--- config.mk ---
export PLATFORM = sky130hd
export DESIGN_NAME = gpio_input_ctrl_flat
export DESIGN_NICKNAME = d
export VERILOG_FILES = /design/src/rtl/gpio_input_ctrl_if.sv /design/src/rtl/gpio_input_ctrl.sv /design/src/flat_wrapper.sv
export SDC_FILE = /design/constraint.sdc
export NUM_CORES = 1
export LEC_CHECK = 0
export BUFFER_PORTS_ARGS = -buffer_cell sky130_fd_sc_hd__buf_2
export CORE_MARGIN = 4
export CORE_UTILIZATION = 55
export DETAILED_ROUTE_END_ITERATION = 10
export GPL_ROUTABILITY_DRIVEN = 0
export PLACE_DENSITY = 0.73
export SETUP_SLACK_MARGIN = 0.02
export SLEW_MARGIN = 20
export SYNTH_ARGS = -nofsm -noshare
export SYNTH_HDL_FRONTEND = slang
export SYNTH_SLANG_ARGS = --single-unit
--- constraint.sdc ---
create_clock -name clk -period 2.7 [get_ports clk]
set_input_delay 0.405 -clock clk [delete_from_list [all_inputs] [get_ports clk]]
set_output_delay 0.405 -clock clk [all_outputs]
set_load 0.05 [all_outputs]
--- src/rtl/gpio_input_ctrl_if.sv ---
// ---------------------------------------------------------------------------
// gpio_input_ctrl_if
//   CPU data-bus connection for the GPIO input peripheral.
//
//   cs     : bus select for this peripheral
//   we     : write enable, qualified by cs
//   addr   : word offset (byte address bits [3:2])
//   wdata  : write data
//   rdata  : combinational read data (0 unless cs & ~we)
//   irq    : level interrupt request
//
//   master : the CPU / bus fabric side
//   slave  : the peripheral side
// ---------------------------------------------------------------------------
interface gpio_input_ctrl_if;
    logic        cs;
    logic        we;
    logic [1:0]  addr;
    logic [31:0] wdata;
    logic [31:0] rdata;
    logic        irq;

    modport master (
        output cs, we, addr, wdata,
        input  rdata, irq
    );

    modport slave (
        input  cs, we, addr, wdata,
        output rdata, irq
    );
endinterface

--- src/rtl/gpio_input_ctrl.sv ---
// ---------------------------------------------------------------------------
// gpio_input_ctrl
//   Memory-mapped input peripheral. Every raw board input is passed through a
//   two-flop synchronizer and a per-bit debounce counter. Rising edges of the
//   debounced buttons are latched as pending events, which can raise a level
//   interrupt when enabled.
//
//   Ports
//     clk     : system clock
//     reset   : synchronous, active-high reset
//     btn_in  : raw button levels (asynchronous, active-high)
//     sw_in   : raw switch levels (asynchronous)
//     bus     : CPU bus slave (cs/we/addr/wdata in, rdata/irq out)
//
//   Register map (word offsets, unused bits read 0)
//     0 SW   : debounced switches, read-only
//     1 BTN  : debounced buttons, read-only
//     2 PEND : pending button presses, write-one-to-clear
//     3 IEN  : interrupt enable per button, read/write
// ---------------------------------------------------------------------------
module gpio_input_ctrl #(
    parameter int N_BTN           = 3,
    parameter int N_SW            = 10,
    parameter int DEBOUNCE_CYCLES = 50000,
    parameter int CNT_W           = 16
) (
    input  logic             clk,
    input  logic             reset,
    input  logic [N_BTN-1:0] btn_in,
    input  logic [N_SW-1:0]  sw_in,
    gpio_input_ctrl_if.slave bus
);

    localparam int               N_IN    = N_BTN + N_SW;
    localparam logic [CNT_W-1:0] CNT_MAX = CNT_W'(DEBOUNCE_CYCLES - 1);

    // Input vector layout: buttons in the low bits, switches above them.
    logic [N_IN-1:0]  r_sync1;
    logic [N_IN-1:0]  r_sync2;
    logic [N_IN-1:0]  r_stable;
    logic [CNT_W-1:0] r_cnt [N_IN];
    logic [N_BTN-1:0] r_pending;
    logic [N_BTN-1:0] r_irq_en;
    logic             r_irq;

    logic [N_IN-1:0]  w_stable_nxt;
    logic [N_BTN-1:0] w_btn_rise;
    logic [N_BTN-1:0] w_pend_clr;
    logic             w_wr;
    logic             w_rd;
    logic [31:0]      w_rdata;
    logic             w_unused_wdata;

    assign w_wr = bus.cs & bus.we;
    assign w_rd = bus.cs & ~bus.we;

    // A bit accepts its synchronized level once it has disagreed with the
    // stable value for DEBOUNCE_CYCLES consecutive edges.
    always_comb begin
        // NOTE: every always_comb output gets a default first so no path leaves it unassigned (no latch).
        w_stable_nxt = r_stable;
        for (int i = 0; i < N_IN; i++) begin
            if ((r_sync2[i] != r_stable[i]) && (r_cnt[i] == CNT_MAX)) begin
                w_stable_nxt[i] = r_sync2[i];
            end
        end
    end

    // Press events are taken from the next-state value so pending sets on
    // the same edge the debounced button goes high.
    assign w_btn_rise = w_stable_nxt[N_BTN-1:0] & ~r_stable[N_BTN-1:0];
    assign w_pend_clr = (w_wr && (bus.addr == 2'd2)) ? bus.wdata[N_BTN-1:0] : '0;

    always_ff @(posedge clk) begin
        if (reset) begin
            r_sync1   <= '0;
            r_sync2   <= '0;
            r_stable  <= '0;
            r_pending <= '0;
            r_irq_en  <= '0;
            r_irq     <= 1'b0;
        end else begin
            // NOTE: sequential state uses non-blocking assignments so every flop samples pre-edge values.
            r_sync1   <= {sw_in, btn_in};
            r_sync2   <= r_sync1;
            r_stable  <= w_stable_nxt;
            // Set has priority over a simultaneous write-one-to-clear.
            r_pending <= (r_pending & ~w_pend_clr) | w_btn_rise;
            if (w_wr && (bus.addr == 2'd3)) begin
                r_irq_en <= bus.wdata[N_BTN-1:0];
            end
            r_irq     <= |(r_pending & r_irq_en);
        end
    end

    // Counters clear on agreement and on acceptance, so they never pass
    // CNT_MAX and never wrap.
    always_ff @(posedge clk) begin
        if (reset) begin
            // NOTE: the counter array is plain flops, not RAM, so it is reset like any other state.
            for (int i = 0; i < N_IN; i++) begin
                r_cnt[i] <= '0;
            end
        end else begin
            for (int i = 0; i < N_IN; i++) begin
                if ((r_sync2[i] != r_stable[i]) && (r_cnt[i] != CNT_MAX)) begin
                    r_cnt[i] <= r_cnt[i] + CNT_W'(1);
                end else begin
                    r_cnt[i] <= '0;
                end
            end
        end
    end

    // Reads are side-effect free and show the pre-edge register contents.
    always_comb begin
        w_rdata = '0;
        if (w_rd) begin
            case (bus.addr)
                2'd0:    w_rdata[N_SW-1:0]  = r_stable[N_IN-1:N_BTN];
                2'd1:    w_rdata[N_BTN-1:0] = r_stable[N_BTN-1:0];
                2'd2:    w_rdata[N_BTN-1:0] = r_pending;
                default: w_rdata[N_BTN-1:0] = r_irq_en;
            endcase
        end
    end

    assign bus.rdata = w_rdata;
    assign bus.irq   = r_irq;

    // Upper write-data bits have no register behind them.
    assign w_unused_wdata = ^bus.wdata[31:N_BTN];

endmodule

--- src/flat_wrapper.sv ---
// flat-port wrapper written by rule: the top's interface ports become plain ports
module gpio_input_ctrl_flat 
#(
    parameter int N_BTN           = 3,
    parameter int N_SW            = 10,
    parameter int DEBOUNCE_CYCLES = 50000,
    parameter int CNT_W           = 16
)
  (clk, reset, btn_in, sw_in, bus_cs, bus_we, bus_addr, bus_wdata, bus_rdata, bus_irq);
  gpio_input_ctrl_if bus_i ();
  input  logic clk;
  input  logic reset;
  input  logic [N_BTN-1:0] btn_in;
  input  logic [N_SW-1:0] sw_in;
  input wire logic [$bits(bus_i.cs)-1:0] bus_cs;
  input wire logic [$bits(bus_i.we)-1:0] bus_we;
  input wire logic [$bits(bus_i.addr)-1:0] bus_addr;
  input wire logic [$bits(bus_i.wdata)-1:0] bus_wdata;
  output wire logic [$bits(bus_i.rdata)-1:0] bus_rdata;
  output wire logic [$bits(bus_i.irq)-1:0] bus_irq;
  assign bus_i.cs = bus_cs;
  assign bus_i.we = bus_we;
  assign bus_i.addr = bus_addr;
  assign bus_i.wdata = bus_wdata;
  assign bus_rdata = bus_i.rdata;
  assign bus_irq = bus_i.irq;
  gpio_input_ctrl #(.N_BTN(N_BTN), .N_SW(N_SW), .DEBOUNCE_CYCLES(DEBOUNCE_CYCLES), .CNT_W(CNT_W)) u_core (.clk(clk), .reset(reset), .btn_in(btn_in), .sw_in(sw_in), .bus(bus_i));
endmodule
==> key figures, run 1 <==
Power and ir drop
  • Switching pwr: 1.904 mW
  • Cell leakage power: 5.317 nW
  • Switching portion of total power: 22.03%
  • Pint: 6.740 mW
  • Power Total: 8.645 mW
  • Clock power share: 42.2%
  • Logic pwr share: 5.0%
  • Flop pwr share: 52.7%
  • Max IR drop VDD: 0.4918 mV
  • Pwr Density: 565.6 nW/um^2

STA
  • Post-route setup TNS: 0 ns
  • Fin. max-slew vios: 0
  • Min Clock Period, post-route: 2.387 ns
  • Fin Clk Skew: 0.01484 ns
  • Final WS setup: 0.3133 ns
  • RSZ-0062 raised after global routing: no
  • Fin crit share: 88.40%
  • Fmax: 419.0 MHz
  • Setup violators final: 0
  • Slew HR: 64.73%
  • Slew @ Worst Pin: 0.5290 ns
  • Final hold vios: 0

Global route
  • Antenna violations before repair: 0
  • Largest net degree at the start of global routing: 31
  • First-pass GRT wire length: 39470 um
  • Vias in the first global route: 8862
  • GR Overflow Total: 0
  • Gr usage total: 17.51%

Clock network
  • H-tree depth: 1
  • TritonCTS Buffers: 29
  • Clk slew on worst S/H paths: 0.06 ns
  • # Post-CTS Setup Buffers: 0
  • Post_cts resized: 0
  • Clk buf depth: 3
  • Hold_buf cts: 0
  • CTS tree: yes
  • CTS root buf: clkbuf_16
  • Clk_lat worst skew: 0.54 ns
  • Sink Count: 254

Setup path
  • Flop-to-flop setup slack: 0.31 ns
  • Crit-path max cell delay: 0.59 ns
  • Register-to-Register Path Depth: 4
  • Crit Path Max Fanout: 14
  • Critical path required time: 2.96 ns
  • Startpoint Class: flip-flop
  • Critical path data arrival time: 2.64 ns
  • Critical R2R Launch: u_core.r_cnt[0][199]
  • Critical setup path kind: reg -> reg
  • Slowest cell on the critical path: or4_1
  • Crit-path most repeated cell: or4_1
  • R2r endpoint: u_core.r_cnt[0][207]
  • CP Cell Sequence: or4_1 > or4_1 > nand2_1 > nor2_1
  • Crit end category: flip-flop

Hold path
  • Worst Hold Depth: 2
  • Min-delay src: sw_in[3]
  • Worst Hold Class: in -> reg
  • Hold Path Sink: u_core.r_sync1[6]

Place
  • Pre-CTS WS: 0.3460 ns
  • Inst Count DP: 1786
  • IO Port Bufs: 32
  • HPWL after DPL: 16370 um

Floorplanning
  • Die height: 162.3 um
  • CORE AREA: 23470 sq um
  • Die W: 162.3 um
  • Row count: 56
  • I/O pin count: 84
  • Initial Util: 55.82%
  • Die Area: 26360 sq um

Cells and area
  • Commonest non-fill, non-tap cell in the layout: nor2_1
  • Area growth, synth to finish: 16.65%
  • Final std cells w/o fill: 1840
  • Final nets: 1562
  • N_diodes: 0
  • Most frequent cells in the layout: 242 x nor2_1, 230 x conb_1, 208 x edfxtp_1, 168 x xnor2_1, 70 x nand3_1
  • Share of layout cells above drive strength 1: 6.838%

Job
  • Maxcap violations: 0

Synth
  • Async set or reset register ratio after synthesis: 0%
  • Sequential-to-total area share from yosys stat: 54.70%
  • Number of synthesized flops with an enable pin: 208
  • Warnings from Yosys: 0
  • Synth Cell Area: 13100 sq um
  • Post-Syn Instances: 1238
  • Mapped Avg Cell Area: 10.58 sq um
  • Synth Register Bits: 254
  • Yosys cell types: 46
  • Top FF cell, synth: edfxtp_1

Outcome
  • Outcome: finished clean

Routing
  • Post-route ant nets: 0
  • DR iter-0 viols: 662
  • Avg WL per Cell: 12.51 um
  • DRC Markers: 0
  • First-pass DRT Iterations: 5
  • Via-to-Cell Ratio: 5.034
  • Final wirelength: 23010 um
  • Routed vias: 9263
## cells by family (layout without fill, tap and decap cells)
logic type	after synthesis	in the layout	share of synthesized area [%]
mux	17	17	1.585
compound gates	25	25	1.261
xor+xnor	188	188	12.57
fa+ha+maj	13	13	1.241
buf+inv	92	147	3.361
flops	254	254	54.70
other cells	2	230	0.05732
simple gates	647	647	25.23
## critical path, delay by kind of cell (launching register included)
family / cells / cell delay [ns]
and+or+nand+nor: 4 / 1.64
DFF: 1 / 0.47
## power by group through the flow
stage / sequential, mW / clock, mW / combinational, mW
global route: 4.58 / 3.94 / 0.494
global placement: 4.63 / 0 / 0.418
finish: 4.56 / 3.65 / 0.435
floorplan: 4.59 / 0 / 0.381
detailed placement: 4.64 / 0 / 0.423
CTS: 4.56 / 3.75 / 0.427
## layout make-up
| class | count | area [sq um] |
|---|---|---|
| clock inverter | 3 | 22.52 |
| tap | 319 | 399.1 |
| sequential | 254 | 7167 |
| multi-input combinational | 1120 | 6356 |
| clock buffer | 51 | 878.3 |
| fill | 1921 | 8188 |
| inverter | 45 | 168.9 |
| timing repair buffer | 48 | 292.8 |
## through the flow
stage	area, sq um	util (%)	hold slack, ns
3_3_place_gp	14380	61.28	0.4197
5_1_grt	15280	65.12	0.08445
3_5_place_dp	14380	61.28	0.4247
2_1_floorplan	13960	-	0.4138
6_report	15280	65.12	0.09032
4_1_cts	15280	65.12	0.06368
## sequential cells by signal, indices dropped and copies added, names as in the netlist
register          cells
u_core.r_cnt        208
u_core.r_stable      13
u_core.r_sync1       13
u_core.r_sync2       13
u_core.r_irq_en       3
u_core.r_pending      3
u_core.bus.irq        1
## routing by layer
| layer | GRT usage [%] | wire (um) | share of wire (%) |
|---|---|---|---|
| met1 | 24.12 | 10620 | 46 |
| met2 | 29.69 | 11150 | 48 |
| met3 | 2.531 | 921 | 4.0 |
| met4 | 3.998 | 323 | 1.4 |
| met5 | 0 | 0 | 0 |
## cell usage after synthesis, types with 10 or more instances
| master | count | share of area, % |
|---|---|---|
| edfxtp_1 | 208 | 48 |
| nand3_1 | 70 | 2.7 |
| a21oi_1 | 10 | 0.38 |
| clkbuf_1 | 17 | 0.49 |
| xnor2_1 | 168 | 11 |
| or4_1 | 10 | 0.57 |
| nor3_1 | 53 | 2.0 |
| nor4_1 | 59 | 2.8 |
| buf_4 | 23 | 1.3 |
| nand4_1 | 51 | 2.4 |
| ha_1 | 13 | 1.2 |
| nor2b_1 | 30 | 1.4 |
| and3_1 | 11 | 0.53 |
| nand2_1 | 52 | 1.5 |
| xor2_1 | 20 | 1.3 |
| nor2_1 | 242 | 6.9 |
| inv_1 | 45 | 1.3 |
| mux2i_1 | 14 | 1.1 |
| dfxtp_1 | 46 | 7.0 |
| nor4bb_1 | 11 | 0.84 |
## worst max-delay path by stage
stage / from / to / slack [ns] / depth (start not counted)
after detailed placement: u_core.r_cnt[0][199] / u_core.r_cnt[0][207] / 0.35 / 4
after global placement: u_core.r_cnt[0][199] / u_core.r_cnt[0][204] / 0.36 / 4
after global routing: u_core.r_cnt[0][154] / u_core.r_cnt[0][149] / 0.18 / 4
final: u_core.r_cnt[0][199] / u_core.r_cnt[0][207] / 0.31 / 4
after floorplan: u_core.r_cnt[0][106] / u_core.r_cnt[0][104] / 0.48 / 5
after CTS: u_core.r_cnt[0][199] / u_core.r_cnt[0][207] / 0.32 / 4
Power figures use the tool's default switching activity.
==> inputs of run 2 (changes only) <==
- MAX_ROUTING_LAYER: not set -> met4
==> key figures, run 2 (synthesis results as in run 1) <==
Place
  • HPWL after DPL: 16370 um (unchanged)
  • Pre-CTS WS: 0.3460 ns (unchanged)
  • Post-DP Area: 14380 sq um (unchanged)
  • IO Port Bufs: 32 (unchanged)
  • Inst Count DP: 1786 (unchanged)

Clock network
  • Clk buf depth: 3 (unchanged)
  • Hold_buf cts: 0 (unchanged)
  • Clk slew on worst S/H paths: 0.06 ns (about the same)
  • Sink Count: 254 (unchanged)
  • H-tree depth: 1 (unchanged)
  • Post_cts resized: 0 (unchanged)
  • CTS root buf: clkbuf_16
  • # Post-CTS Setup Buffers: 0 (unchanged)
  • CTS tree: yes
  • Clk_lat worst skew: 0.54 ns (about the same)
  • TritonCTS Buffers: 29 (unchanged)

Global route
  • Gr usage total: 18.04% (+0.53 points)
  • First-pass GRT wire length: 39460 um (about the same)
  • GR Overflow Total: 0 (unchanged)
  • Vias in the first global route: 8842 (-0.23%)
  • Antenna violations before repair: 0 (unchanged)
  • Largest net degree at the start of global routing: 31 (unchanged)

Floorplanning
  • Die W: 162.3 um (unchanged)
  • I/O pin count: 84 (unchanged)
  • Row count: 56 (unchanged)
  • CORE AREA: 23470 sq um (unchanged)
  • Initial Util: 55.82% (unchanged)
  • Die height: 162.3 um (unchanged)
  • Die Area: 26360 sq um (unchanged)

Cells and area
  • Final nets: 1562 (unchanged)
  • Final std cells w/o fill: 1840 (unchanged)
  • Share of layout cells above drive strength 1: 6.838% (unchanged)
  • Commonest non-fill, non-tap cell in the layout: nor2_1
  • Max FFs per register: 208 (unchanged)
  • Top reg by flops: u_core.r_cnt
  • N_diodes: 0 (unchanged)
  • Final core utilization: 65.12% (unchanged)
  • Final Cell Area: 15280 sq um (unchanged)
  • Most frequent cells in the layout: 242 x nor2_1, 230 x conb_1, 208 x edfxtp_1, 168 x xnor2_1, 70 x nand3_1
  • Area growth, synth to finish: 16.65% (unchanged)

STA
  • Post-route setup TNS: 0 ns (unchanged)
  • Fin crit share: 88.22% (-0.18 points)
  • RSZ-0062 raised after global routing: no
  • Fin Clk Skew: 0.01513 ns (+0.0002892 ns)
  • Final hold vios: 0 (unchanged)
  • Slew HR: 64.81% (+0.078 points)
  • Slew @ Worst Pin: 0.5278 ns (-0.001175 ns)
  • Fmax: 419.8 MHz (+0.20%)
  • Setup violators final: 0 (unchanged)
  • Fin. max-slew vios: 0 (unchanged)
  • Min Clock Period, post-route: 2.382 ns (-0.004727 ns)
  • Final WS setup: 0.3180 ns (+0.004727 ns)

Setup path
  • Crit end category: flip-flop
  • Crit Path Max Fanout: 14 (unchanged)
  • Critical setup path kind: reg -> reg
  • Critical path data arrival time: 2.64 ns (about the same)
  • Critical path required time: 2.96 ns (about the same)
  • Startpoint Class: flip-flop

Power and ir drop
  • Cell leakage power: 5.317 nW (unchanged)
  • Pwr Density: 565.6 nW/um^2 (about the same)
  • Max IR drop VDD: 0.4915 mV (about the same)

Routing
  • First-pass DRT Iterations: 5 (unchanged)
  • DRC Markers: 0 (unchanged)
  • Via-to-Cell Ratio: 5.026 (-0.16%)
  • Avg WL per Cell: 12.50 um (about the same)
  • Post-route ant nets: 0 (unchanged)
  • DR iter-0 viols: 662 (unchanged)
  • Routed vias: 9248 (-0.16%)
  • Final wirelength: 22990 um (about the same)

Job
  • Maxcap violations: 0 (unchanged)

Hold path
  • Worst Hold Class: in -> reg

Outcome
  • Outcome: finished clean
run 2: final cells by class:
| type | count | area (sq um) |
|---|---|---|
| Fill cell | 1921 | 8188 |
| Timing Repair Buffer | 48 | 292.8 |
| Clock buffer | 51 | 878.3 |
| Sequential cell | 254 | 7167 |
| Multi-Input combinational cell | 1120 | 6356 |
| Clock inverter | 3 | 22.52 |
| Inverter | 45 | 168.9 |
| Tap cell | 319 | 399.1 |
run 2: layer usage:
metal	part of all wire, %	vias to the layer above	GRT usage [%]
met5	0	-	-
met4	1.5	0	3.998
met3	3.9	27	2.480
met2	48	145	29.77
met1	46	4355	24.12
li1	-	4721	-
run 2: stage by stage:
| stage | power, mW | hold WS, ns |
|---|---|---|
| floorplan | 4.970 | 0.4138 |
| global placement | 5.046 | 0.4197 |
| detailed placement | 5.061 | 0.4247 |
| CTS | 8.737 | 0.06368 |
| global route | 9.016 | 0.08447 |
| finish | 8.645 | 0.09063 |
run 2: power breakdown:
| part | switching (mW) | leakage [nW] | total [mW] | internal [mW] |
|---|---|---|---|---|
| registers | 0.165 | 2.52 | 4.56 | 4.39 |
| logic | 0.273 | 2.36 | 0.434 | 0.161 |
| clock network | 1.47 | 0.438 | 3.65 | 2.19 |
run 2: critical path: stages (launching register included):
cell and delay [ns]:
edfxtp_1 0.47, or4_1 0.54, or4_1 0.59, nand2_1 0.40
nor2_1 0.11
run 2: worst paths after layout:
check | slack (ns) | cells after the start | endpoint | startpoint
worst max-delay path | 0.32 | 4 | u_core.r_cnt[0][207] | u_core.r_cnt[0][199]
worst max register to register | 0.32 | 4 | u_core.r_cnt[0][207] | u_core.r_cnt[0][199]
worst min-delay path | 0.09 | 2 | u_core.r_sync1[6] | sw_in[3]
worst min register to register | 0.43 | 1 | u_core.r_sync2[11] | u_core.r_sync1[11]
==> inputs of run 3 (changes only) <==
- CORE_UTILIZATION: 55 -> 35
- PLACE_DENSITY: 0.73 -> 0.6
- clock period: 2.7 -> 2.3 ns (I/O delays scaled with it)
==> key figures, run 3 (synthesis results as in run 1) <==
Cells and area
  • Area growth, synth to finish: 20.49%
  • Share of layout cells above drive strength 1: 8.648% (+1.8 points)
  • Final Cell Area: 15790 sq um (+3.3%)
  • Fill cells: 3608 (+88%)
  • Top reg by flops: u_core.r_cnt
  • Commonest non-fill, non-tap cell in the layout: nor2_1
  • Max FFs per register: 208 (unchanged)
  • Most frequent cells in the layout: 242 x nor2_1, 230 x conb_1, 208 x edfxtp_1, 168 x xnor2_1, 70 x nand3_1
  • Final nets: 1580 (+1.2%)
  • Final std cells w/o fill: 2008 (+9.1%)
  • Final core utilization: 42.92% (-22 points)

Place
  • Post-DP Area: 14710 sq um (+2.3%)
  • Inst Count DP: 1950 (+9.2%)
  • IO Port Bufs: 32 (unchanged)
  • HPWL after DPL: 16650 um (+1.7%)
  • Pre-CTS WS: 0.1180 ns (-0.2280 ns)

Clock network
  • Clk buf depth: 3 (unchanged)
  • # Post-CTS Setup Buffers: 0 (unchanged)
  • H-tree depth: 1 (unchanged)
  • CTS tree: yes
  • CTS root buf: clkbuf_16
  • Sink Count: 254 (unchanged)
  • TritonCTS Buffers: 29 (unchanged)
  • Clk slew on worst S/H paths: 0.06 ns (about the same)
  • Clk_lat worst skew: 0.54 ns (about the same)

Floorplanning
  • CORE AREA: 36790 sq um (+57%)
  • Die height: 201.5 um (+24%)
  • I/O pin count: 84 (unchanged)
  • Die W: 201.5 um (+24%)
  • Initial Util: 35.62% (-20 points)
  • Row count: 70 (+25%)
  • Die Area: 40600 sq um (+54%)

Setup path
  • Buf/Inv on CP: 1 (+1)
  • Slowest cell on the critical path: or4_1
  • Startpoint Class: flip-flop
  • Critical path required time: 2.59 ns (-0.37 ns)
  • Flop-to-flop setup slack: 0.13 ns (-0.19 ns)
  • CP Cell Sequence: or4_1 > or4_1 > nand2_1 > buf_12 > nor2_1
  • Cell family with most CP delay: simple AND/OR/NAND/NOR gates
  • Critical setup path kind: reg -> reg
  • R2r endpoint: u_core.r_cnt[0][57]
  • Crit-path max cell delay: 0.60 ns (about the same)
  • Crit Path Max Fanout: 14 (unchanged)
  • Register-to-Register Path Depth: 5 (+1)
  • Crit end category: flip-flop
  • Critical path data arrival time: 2.46 ns (-0.18 ns)
  • Worst Setup SP: u_core.r_cnt[0][60]
  • Critical R2R Launch: u_core.r_cnt[0][60]
  • Crit-path most repeated cell: or4_1

Routing
  • Routed vias: 9149 (-1.1%)
  • Avg WL per Cell: 11.60 um (-7.2%)
  • DR iter-0 viols: 537 (-19%)
  • Via-to-Cell Ratio: 4.556 (-9.3%)
  • Final wirelength: 23300 um (+1.3%)
  • First-pass DRT Iterations: 4 (-1)
  • DRC Markers: 0 (unchanged)
  • Post-route ant nets: 0 (unchanged)

STA
  • Fmax: 459.9 MHz (+9.6%)
  • Slew @ Worst Pin: 0.4985 ns (-0.02939 ns)
  • Final WS setup: 0.1257 ns (-0.1923 ns)
  • Slew HR: 66.69% (+1.9 points)
  • RSZ-0062 raised after global routing: no
  • Min Hold Slack: 0.03053 ns (-0.06010 ns)
  • Post-route setup TNS: 0 ns (unchanged)
  • Fin crit share: 94.54% (+6.3 points)
  • Setup violators final: 0 (unchanged)
  • Min Clock Period, post-route: 2.174 ns (-0.2077 ns)
  • Fin Clk Skew: 0.008955 ns (-0.006172 ns)
  • Fin. max-slew vios: 0 (unchanged)
  • Final hold vios: 0 (unchanged)

Power and ir drop
  • Power Total: 10.81 mW (+25%)
  • Cell leakage power: 5.493 nW (+3.3%)
  • Pwr Density: 684.6 nW/um^2 (+21%)
  • Max IR drop VDD: 0.5072 mV (+3.2%)

Global route
  • Gr usage total: 11.66% (-6.4 points)
  • Antenna violations before repair: 2 (+2)
  • GR Overflow Total: 0 (unchanged)
  • First-pass GRT wire length: 39900 um (+1.1%)
  • Largest net degree at the start of global routing: 45 (+45%)
  • Vias in the first global route: 8641 (-2.3%)

Hold path
  • Worst Hold Depth: 2 (unchanged)
  • Worst Hold Class: in -> reg
  • Hold Path Sink: u_core.r_sync1[10]
  • Min-delay src: sw_in[7]

Job
  • Maxcap violations: 0 (unchanged)

Outcome
  • Outcome: finished clean
-- run 3: changes by cell type in the layout (fill, tap and decap cells not counted), sizes merged --
cell | before | now
buf | 48 | 63
bufinv | 0 | 5
clkbuf | 51 | 35
clkinv | 1 | 9
clkinvlp | 0 | 2
diode | 0 | 2
dlygate4sd3 | 0 | 3
-- run 3: repair_timing --
| item | in CTS | in global routing |
|---|---|---|
| endpoints found under the hold margin | 3 | 0 |
| resized for setup | 0 | 0 |
| hold buffers | 3 | 0 |
| setup endpoints to repair | 0 | 0 |
-- run 3: routing by layer --
metal | vias up | global-route usage [%] | part of all wire [%]
met3 | 37 | 2.256 | 3.5
li1 | 4748 | - | -
met4 | 0 | 3.125 | 2.0
met2 | 92 | 18.85 | 46
met5 | - | - | 0
met1 | 4272 | 15.15 | 48
-- run 3: worst max path at each step --
| stage | to | slack [ns] | cells past startpoint |
|---|---|---|---|
| after floorplan | u_core.r_cnt[0][104] | 0.08 | 5 |
| after global placement | u_core.r_cnt[0][41] | 0.15 | 5 |
| after detailed placement | u_core.r_cnt[0][37] | 0.12 | 5 |
| after CTS | u_core.r_cnt[0][37] | 0.12 | 5 |
| after global routing | u_core.r_cnt[0][37] | 0.05 | 5 |
| final | u_core.r_cnt[0][57] | 0.13 | 5 |
-- run 3: layout make-up --
class                      instances  area, sq um  area share [%]
timing repair buffer              66        460.4           2.916
tap                              468        585.6           3.709
sequential                       254         7167           45.40
clock inverter                    18        225.2           1.427
inverter                          45        168.9           1.070
clock buffer                      35        819.5           5.191
multi-input combinational       1120         6356           40.26
antenna                            2        5.005         0.03170
-- run 3: where the power goes --
| part | switching, mW | internal (mW) |
|---|---|---|
| registers | 0.188 | 5.16 |
| clock network | 1.85 | 3.09 |
| logic | 0.323 | 0.201 |
